[src/rtl/mc_controller_pkg.sv]
// mc_controller_pkg: shared MIPS opcode/funct constants, FSM state and control-word types.
// Holds the state encoding (4-bit), opcode/funct codes, alu_op / pc_src / alu_src_b
// encodings and the packed control word the controller drives onto its ports.
package mc_controller_pkg;

    typedef enum logic [3:0] {
        S_FETCH  = 4'd0,
        S_DECODE = 4'd1,
        S_MEMADR = 4'd2,
        S_MEMRD  = 4'd3,
        S_MEMWB  = 4'd4,
        S_MEMWR  = 4'd5,
        S_REX    = 4'd6,
        S_RWB    = 4'd7,
        S_IEX    = 4'd8,
        S_IWB    = 4'd9,
        S_BRANCH = 4'd10,
        S_JUMP   = 4'd11,
        S_HALT   = 4'd12
    } state_t;

    localparam logic [5:0] OP_RTYPE = 6'h00;
    localparam logic [5:0] OP_J     = 6'h02;
    localparam logic [5:0] OP_BEQ   = 6'h04;
    localparam logic [5:0] OP_BNE   = 6'h05;
    localparam logic [5:0] OP_ADDI  = 6'h08;
    localparam logic [5:0] OP_LW    = 6'h23;
    localparam logic [5:0] OP_SW    = 6'h2B;

    localparam logic [5:0] FN_ADD = 6'h20;
    localparam logic [5:0] FN_SUB = 6'h22;
    localparam logic [5:0] FN_AND = 6'h24;
    localparam logic [5:0] FN_OR  = 6'h25;
    localparam logic [5:0] FN_SLT = 6'h2A;

    localparam logic [1:0] ALU_ADD   = 2'b00;
    localparam logic [1:0] ALU_SUB   = 2'b01;
    localparam logic [1:0] ALU_FUNCT = 2'b10;

    localparam logic [1:0] PC_INC = 2'b00;
    localparam logic [1:0] PC_BR  = 2'b01;
    localparam logic [1:0] PC_JMP = 2'b10;

    localparam logic [1:0] SRCB_B    = 2'b00;
    localparam logic [1:0] SRCB_4    = 2'b01;
    localparam logic [1:0] SRCB_IMM  = 2'b10;
    localparam logic [1:0] SRCB_IMM2 = 2'b11;

    // Field order matches the controller's port list so the reset gate is one mux.
    typedef struct packed {
        logic       pc_write;
        logic [1:0] pc_src;
        logic       iord;
        logic       ir_write;
        logic       mem_read;
        logic       mem_write;
        logic       alu_src_a;
        logic [1:0] alu_src_b;
        logic [1:0] alu_op;
        logic       reg_dst;
        logic       mem_to_reg;
        logic       reg_write;
        logic       illegal;
        logic       halted;
    } ctrl_t;

    function automatic logic is_rfunct(input logic [5:0] f);
        return f == FN_ADD || f == FN_SUB || f == FN_AND || f == FN_OR || f == FN_SLT;
    endfunction

endpackage

[src/rtl/mc_controller_decode.sv]
// mc_controller_decode: combinational opcode/funct decode giving the successor of DECODE.
// Ports:
//   opcode  in  6  instruction opcode field
//   funct   in  6  R-type function field
//   next    out    state to enter after DECODE (meaningful only when illegal=0)
//   illegal out 1  opcode/funct not supported by this configuration
module mc_controller_decode
    import mc_controller_pkg::*;
#(
    parameter bit EN_JUMP = 1'b1,
    parameter bit EN_BNE  = 1'b1
) (
    input  logic [5:0] opcode,
    input  logic [5:0] funct,
    output state_t     next,
    output logic       illegal
);

    always_comb begin
        next    = S_FETCH;
        illegal = 1'b0;
        case (opcode)
            OP_LW, OP_SW: next = S_MEMADR;
            OP_RTYPE: begin
                next    = is_rfunct(funct) ? S_REX : S_FETCH;
                illegal = !is_rfunct(funct);
            end
            OP_ADDI: next = S_IEX;
            OP_BEQ:  next = S_BRANCH;
            OP_BNE: begin
                next    = EN_BNE ? S_BRANCH : S_FETCH;
                illegal = !EN_BNE;
            end
            OP_J: begin
                next    = EN_JUMP ? S_JUMP : S_FETCH;
                illegal = !EN_JUMP;
            end
            default: illegal = 1'b1;
        endcase
    end

endmodule

[src/rtl/mc_controller.sv]
// mc_controller: multicycle MIPS control FSM sequencing PC, IR, register file, ALU and memory.
// Ports:
//   clk, reset            rising-edge clock, synchronous active-high reset
//   opcode, funct         IR fields (held stable by the IR from DECODE onward)
//   zero                  ALU zero flag, used in BRANCH
//   mem_ready             memory completes the current access (ignored when MEM_HS=0)
//   pc_write, pc_src      PC load enable and source select
//   iord                  memory address select (PC / ALUOut)
//   ir_write              IR load enable
//   mem_read, mem_write   memory request strobes
//   alu_src_a, alu_src_b  ALU operand selects
//   alu_op                add / sub / per-funct
//   reg_dst, mem_to_reg   register file write address / data selects
//   reg_write             register file write enable
//   illegal               unsupported instruction seen in DECODE
//   halted                FSM parked in HALT
module mc_controller
    import mc_controller_pkg::*;
#(
    parameter bit MEM_HS    = 1'b1,
    parameter bit EN_JUMP   = 1'b1,
    parameter bit EN_BNE    = 1'b1,
    parameter bit TRAP_HALT = 1'b0
) (
    input  logic       clk,
    input  logic       reset,
    input  logic [5:0] opcode,
    input  logic [5:0] funct,
    input  logic       zero,
    input  logic       mem_ready,
    output logic       pc_write,
    output logic [1:0] pc_src,
    output logic       iord,
    output logic       ir_write,
    output logic       mem_read,
    output logic       mem_write,
    output logic       alu_src_a,
    output logic [1:0] alu_src_b,
    output logic [1:0] alu_op,
    output logic       reg_dst,
    output logic       mem_to_reg,
    output logic       reg_write,
    output logic       illegal,
    output logic       halted
);

    state_t state, state_n, dec_next;
    ctrl_t  ctrl;
    logic   dec_illegal;
    logic   mem_done;

    mc_controller_decode #(
        .EN_JUMP(EN_JUMP),
        .EN_BNE (EN_BNE)
    ) u_decode (
        .opcode (opcode),
        .funct  (funct),
        .next   (dec_next),
        .illegal(dec_illegal)
    );

    assign mem_done = !MEM_HS || mem_ready;

    always_ff @(posedge clk) begin
        if (reset) state <= S_FETCH;
        else       state <= state_n;
    end

    always_comb begin
        ctrl    = '0;
        state_n = state;
        case (state)
            S_FETCH: begin
                ctrl.mem_read  = 1'b1;
                ctrl.alu_src_b = SRCB_4;
                ctrl.alu_op    = ALU_ADD;
                ctrl.pc_src    = PC_INC;
                ctrl.ir_write  = mem_done;
                ctrl.pc_write  = mem_done;
                state_n        = mem_done ? S_DECODE : S_FETCH;
            end
            S_DECODE: begin
                // ALU precomputes the branch target while the opcode is decoded.
                ctrl.alu_src_b = SRCB_IMM2;
                ctrl.illegal   = dec_illegal;
                state_n        = !dec_illegal ? dec_next : TRAP_HALT ? S_HALT : S_FETCH;
            end
            S_MEMADR: begin
                ctrl.alu_src_a = 1'b1;
                ctrl.alu_src_b = SRCB_IMM;
                state_n        = opcode == OP_SW ? S_MEMWR : S_MEMRD;
            end
            S_MEMRD: begin
                ctrl.mem_read = 1'b1;
                ctrl.iord     = 1'b1;
                state_n       = mem_done ? S_MEMWB : S_MEMRD;
            end
            S_MEMWB: begin
                ctrl.reg_write  = 1'b1;
                ctrl.mem_to_reg = 1'b1;
                state_n         = S_FETCH;
            end
            S_MEMWR: begin
                ctrl.mem_write = 1'b1;
                ctrl.iord      = 1'b1;
                state_n        = mem_done ? S_FETCH : S_MEMWR;
            end
            S_REX: begin
                ctrl.alu_src_a = 1'b1;
                ctrl.alu_src_b = SRCB_B;
                ctrl.alu_op    = ALU_FUNCT;
                state_n        = S_RWB;
            end
            S_RWB: begin
                ctrl.reg_write = 1'b1;
                ctrl.reg_dst   = 1'b1;
                state_n        = S_FETCH;
            end
            S_IEX: begin
                ctrl.alu_src_a = 1'b1;
                ctrl.alu_src_b = SRCB_IMM;
                state_n        = S_IWB;
            end
            S_IWB: begin
                ctrl.reg_write = 1'b1;
                state_n        = S_FETCH;
            end
            S_BRANCH: begin
                // IR still holds the branch, so opcode tells BEQ from BNE here.
                ctrl.alu_src_a = 1'b1;
                ctrl.alu_src_b = SRCB_B;
                ctrl.alu_op    = ALU_SUB;
                ctrl.pc_src    = PC_BR;
                ctrl.pc_write  = opcode == OP_BNE ? !zero : zero;
                state_n        = S_FETCH;
            end
            S_JUMP: begin
                ctrl.pc_src   = PC_JMP;
                ctrl.pc_write = 1'b1;
                state_n       = S_FETCH;
            end
            S_HALT: ctrl.halted = 1'b1;
            default: state_n = S_FETCH;
        endcase
    end

    // Reset silences every strobe immediately, aborting any in-flight memory access.
    assign {pc_write, pc_src, iord, ir_write, mem_read, mem_write, alu_src_a, alu_src_b,
            alu_op, reg_dst, mem_to_reg, reg_write, illegal, halted} = reset ? '0 : ctrl;

endmodule
[config.mk]
export PLATFORM = sky130hd
export DESIGN_NAME = mc_controller
export DESIGN_NICKNAME = d
export VERILOG_FILES = /design/src/rtl/mc_controller_pkg.sv /design/src/rtl/mc_controller_decode.sv /design/src/rtl/mc_controller.sv
export SDC_FILE = /design/constraint.sdc
export NUM_CORES = 1
export LEC_CHECK = 0
export CORE_AREA = 2 2 39 41
export CTS_CLUSTER_SIZE = 40
export DETAILED_ROUTE_END_ITERATION = 8
export DIE_AREA = 0 0 41 43
export DONT_BUFFER_PORTS = 1
export PLACE_DENSITY_LB_ADDON = 0.3
export SKIP_CTS_REPAIR_TIMING = 1
export SYNTH_ARGS = -nofsm -noshare
export SYNTH_HDL_FRONTEND = slang
export SYNTH_SLANG_ARGS = --single-unit
[constraint.sdc]
create_clock -name clk -period 2.7 [get_ports clk]
set_clock_uncertainty 0.2 [all_clocks]
set_input_delay 0.54 -clock clk [delete_from_list [all_inputs] [get_ports clk]]
set_output_delay 0.54 -clock clk [all_outputs]
set_load 0.1 [all_outputs]
## Word level (Yosys, flattened, before mapping)

Cells that the tools add are included.

| word-level totals | value |
|---|---|
| flip-flop bits (word level) | 4 |
| output and inout bits | 17 |

| operators by class | value |
|---|---|
| equality and inequality tests | 23 |
| mux-type cells | 24 |
| reduce and logical (&&, ||, !) cells | 16 |

Operator list:

| operator | number |
|---|---|
| $eq A6 B6 Y1 const B | 7 |
| $pmux W4 S8 | 1 |
| $eq A4 B4 Y1 const B | 5 |
| $pmux W4 S5 | 1 |
| $mux W17 | 1 |
| $eq A4 B3 Y1 const B | 4 |
| $eq A6 B3 Y1 const B | 2 |
| $mux W1 | 12 |
| $mux W3 | 4 |
| $reduce_or A2 Y1 | 5 |
| $pmux W3 S3 | 1 |
| $eq A4 B2 Y1 const B | 2 |
| $eq A6 B2 Y1 const B | 1 |
| $eq A6 B4 Y1 const B | 1 |
| $logic_not A6 Y1 | 1 |
| $pmux W2 S3 | 1 |
| $reduce_or A6 Y1 | 1 |
| $eq A4 B1 Y1 const B | 1 |
| $logic_not A4 Y1 | 1 |
| $logic_or A1 B1 Y1 | 4 |
| $mux W4 | 1 |
| $pmux W2 S2 | 1 |
| $reduce_or A4 Y1 | 1 |
| $reduce_or A3 Y1 | 1 |
| 2 further kinds | 3 |

## Longest topological paths before layout

Gate-level depths: netlist of the first run.

| depth | value |
|---|---|
| word-level depth | 9 |
| mapped depth | 6 |

## Hierarchy

Synthesis of the first run repeated with hierarchy kept, for this count alone.

| second synthesis, totals | value |
|---|---|
| cells, all modules | 105 |
| area, all modules | 742.0 um^2 |

By module, submodules not included:

| module | times used | cells each | area an instance (um^2) |
|---|---|---|---|
| mc_controller | 1 | 83 | 580.6 |
| mc_controller_decode | 1 | 22 | 161.4 |

## Worst setup path before layout of the first run

OpenSTA, ideal clock, no wires.

| timing | value |
|---|---|
| kind | flip-flop to output port |
| start point | register state[3] |
| end point | output port alu_src_a |
| data arrival time | 5.489 ns |
| data required time | 1.960 ns |
| slack | -3.529 ns |
| stages on the path, launching flop included | 5 |
| buffers on the path | 2 |
| cell sequence | dfxtp_1 clkbuf_1 clkbuf_1 nor2_1 a2111oi_0 |

| between the ends | value |
|---|---|
| cells in the longest elaborated chain, start to end | 4 |

Ends and longest elaborated chain:

| what | RTL line | text |
|---|---|---|
| from (decl) | mc_controller.sv:47 | `state_t state, state_n, dec_next;` |
| from (signal assigned) | mc_controller.sv:66 | `else state <= state_n;` |
| $eq A4 B4 Y1 (tied with other cells) | mc_controller.sv:72 | `case (state)` |
| $reduce_or A4 Y1 (no line) * | n/a |  |
| $mux W1 * | mc_controller.sv:72 |  |
| $mux W17 * | mc_controller.sv:149 | `alu_op, reg_dst, mem_to_reg, reg_write, illegal, halted} = reset ? '0 : ctrl;` |
| to (decl) | mc_controller.sv:37 | `output logic alu_src_a,` |

Every way passes the cells marked *; elsewhere a longest branch is shown, timed or not.

## Final worst setup path of the first run

| timing | value |
|---|---|
| start point | register state[2] |
| end point | output port iord |

| between the ends | value |
|---|---|
| cells in the longest elaborated chain, start to end | 4 |

Ends and longest elaborated chain:

| what | RTL line | text |
|---|---|---|
| $eq A4 B2 Y1 or $eq A4 B3 Y1 (tied branches) | mc_controller.sv:72 |  |
| $reduce_or A2 Y1 (no line) * | n/a |  |
| $mux W1 * | mc_controller.sv:72 |  |
| $mux W17 * | mc_controller.sv:149 |  |
| to (decl) | mc_controller.sv:33 | `output logic iord,` |

Marked as above.

==> results of run 1 <==
worst min path at each step:
| stage | start | endpoint | slack (ns) | depth (start not counted) |
|---|---|---|---|---|
| floorplan | state[1] | state[0] | 0.52 | 5 |
| global placement | reset | state[3] | 0.43 | 1 |
| detailed placement | reset | state[3] | 0.42 | 1 |
| CTS | reset | state[3] | 0.18 | 1 |
| global route | reset | state[3] | 0.18 | 1 |
| finish | reset | state[3] | 0.17 | 1 |
per-stage QoR:
step	instance area, um^2	power (mW)
2_1_floorplan	887	0.174
3_5_place_dp	1160	0.197
5_1_grt	1190	0.284
6_report	1190	0.274
4_1_cts	1180	0.271
3_3_place_gp	1160	0.194
cell families (layout without fill, tap and decap cells):
logic type,after synthesis,count (layout)
and+or+nand+nor,47,47
AOI/OAI and AO/OA,31,31
buffers and inverters,14,30
DFF,4,4
muxes,3,3
xor gates and xnor gates,2,2
power by group through the flow:
stage | Sequential [mW] | Combinational (mW) | Clock, mW
final | 0.0641 | 0.133 | 0.0765
after global routing | 0.0643 | 0.140 | 0.0797
after CTS | 0.0640 | 0.133 | 0.0747
after detailed placement | 0.0648 | 0.132 | 0
after global placement | 0.0645 | 0.129 | 0
after floorplan | 0.0625 | 0.112 | 0
layer usage:
layer | share of wire [%] | wire, um | vias up | GRT usage [%]
met4 | 1.4 | 34 | 0 | 8.00
met3 | 7.5 | 185 | 6 | 1.57
met2 | 55 | 1370 | 52 | 55.3
met5 | 0 | 0 | - | 0
met1 | 36 | 880 | 426 | 44.4
li1 | - | - | 423 | -
synth_stat cells (2+ instances only):
library cell and n:
a31oi_1 4, inv_1 3, nand4b_1 2, or4b_4 2
clkbuf_1 8, a21oi_1 8, nor2_1 9, or4b_2 2
nand2_1 4, a211oi_1 3, nor4_1 5, nand2b_1 6
mux2i_1 3, nor3_1 9, dfxtp_1 4, o21ai_0 3
o21a_1 2
layout make-up:
cell class              count  area share [%]
well taps                  16            1.68
multi-input cells          83            62.5
repair buffers             24            26.2
inverters                   3           0.943
flip-flops and latches      4            6.81
clock buffers               3            1.89
worst register-to-register path, cell delays in order, from the launching register on:
cell     delay (ns)
dfxtp_1        0.45
or4b_4         0.63
or4b_4         0.55
o32a_1         0.32
o22ai_2        0.11
==> results.json, run 1 <==
{
  "start_util_pct": 51.0,
  "fmax_mhz": 391,
  "endpoint": "iord",
  "die_area_um2": 1760,
  "synth_top_area_cell": "dfxtp_1",
  "drtIter0Drc": 39,
  "layout-drive-gt1-share_pct": 43.6,
  "leakagePower_nw": 0.407,
  "fin_util_pct": 86.3,
  "cts_buffers": 3,
  "synth_mux_area_share_pct": 4.26,
  "rsz0062_at_grt": "no",
  "whs_ns": 0.173,
  "cp_num_buf_inv": 1,
  "grt_overflow": 0,
  "timing.final.max_slew_violations": 0,
  "hold_path.class": "in2reg",
  "switching_share_pct": 43.7,
  "reg_top3": "state: 4 flops",
  "die_w_um": 41,
  "timing.final.crit_share_pct": 94.6,
  "crit_required_ns": 1.96,
  "final_cells": 133,
  "grt_pass1_vias": 863,
  "synthAdderAreaFrac_pct": 0,
  "syn_nets": 117,
  "synth_xor_area_share_pct": 2.48,
  "clkLatencyLatePin_ns": 0.24,
  "nFillCells": 71,
  "yosys_warnings": 0,
  "path_delay_family": "flip-flops",
  "reg2reg_slack_ns": 0.37,
  "viasPerCell": 6.82,
  "maxCapViolations": 0,
  "seq_area_frac_synth_pct": 11.3,
  "pin_count": 33,
  "postSynthCellCount": 101,
  "power_frac_seq_pct": 23.4,
  "wire_per_inst_um": 18.6,
  "synth_cell_types": 41,
  "power.internal_uw": 154,
  "place_ws_ns": 0.354,
  "drt.antenna.violating_nets": 0,
  "final-seq-area_um2": 81.3,
  "worst_slack_ns": 0.145,
  "outcome": "finished clean",
  "yosys.area_share.simple_pct": 41.7,
  "clockBufferDepth": 2,
  "worst_pin_slew_ns": 0.507,
  "core_um2": 1380,
  "power_frac_clock_pct": 27.9,
  "synth_flop_cell": "dfxtp_1",
  "wl_mm": 2.47,
  "crit_path_start": "state[2]",
  "root_buffer": "clkbuf_4",
  "grt_pass1_wl_mm": 4.05,
  "hpwl_mm": 1.86,
  "syn_area_um2": 706,
  "setup_tns_ns": 0,
  "cp_slowest_cell": "dfxtp_1",
  "slew_headroom_pct": 66.2,
  "htreeDepth": 1,
  "synth_compound_area_share_pct": 31.0,
  "power.density_nw_per_um2": 229,
  "slowest_delay_ns": 0.62,
  "critical_path_class": "reg2out",
  "path_cells": "nand2b_1 -> a211oi_4 -> buf_12",
  "rows": 14,
  "cts_sinks": 4,
  "synthArstFlopShare_pct": 0,
  "r2r-end": "state[2]",
  "synth_top_area_share_pct": 11.3,
  "grt.total_usage_pct": 33.1,
  "drt_first_pass_iters": 4,
  "io_buffers": 0,
  "routed-via-count": 907,
  "final_hold_viol_count": 0,
  "mostFrequentLayoutCell": "buf_4",
  "antennaDiodeCount": 0,
  "synth_top_family_by_area": "simple AND/OR/NAND/NOR gates",
  "worst_setup_path_start_kind": "flip-flop",
  "ir_drop_uv": 295,
  "period_needed_ns": 2.55,
  "die_h_um": 43,
  "drc": 0,
  "cts_tree": "built",
  "multi_input_area_um2": 746,
  "grt_max_degree": 18,
  "most-common-layout-cells": "14 x buf_4, 9 x buf_12, 8 x a21oi_1",
  "place_inst": 129,
  "synth_edf_count": 0,
  "place.gp.congestion": 0.859,
  "critPathArrivalTime_ns": 1.81,
  "largest_reg_flops": 4,
  "path_clk_slew_ns": 0.04,
  "setup_violations": 0,
  "end_kind": "output pin",
  "reg2reg_from": "state[2]",
  "cp_max_fo": 15,
  "area_growth_syn_to_layout_pct": 69.1,
  "largest-register": "state",
  "ys_seq_elements": 4,
  "r2r_cells": 4,
  "cp.depth": 3,
  "power_switching_uw": 120,
  "syn_area_per_cell_um2": 6.99,
  "antenna_found_initial": 0,
  "nNetsFinal": 135,
  "comb_power_share_pct": 48.7,
  "synthTopCellsByArea": "dfxtp_1 11%, nor3_1 6.4%, a21oi_1 5.7%, nand2b_1 5.3%, nor2_1 4.8%"
}
Power figures use the tool's default switching activity.
==> run 2: changes to the inputs <==
- CTS_CLUSTER_SIZE: 40 -> 12
- HOLD_SLACK_MARGIN: not set -> 0.05
==> results of run 2 <==
No change in the layout: final DEF, timing and power equal those of run 1.
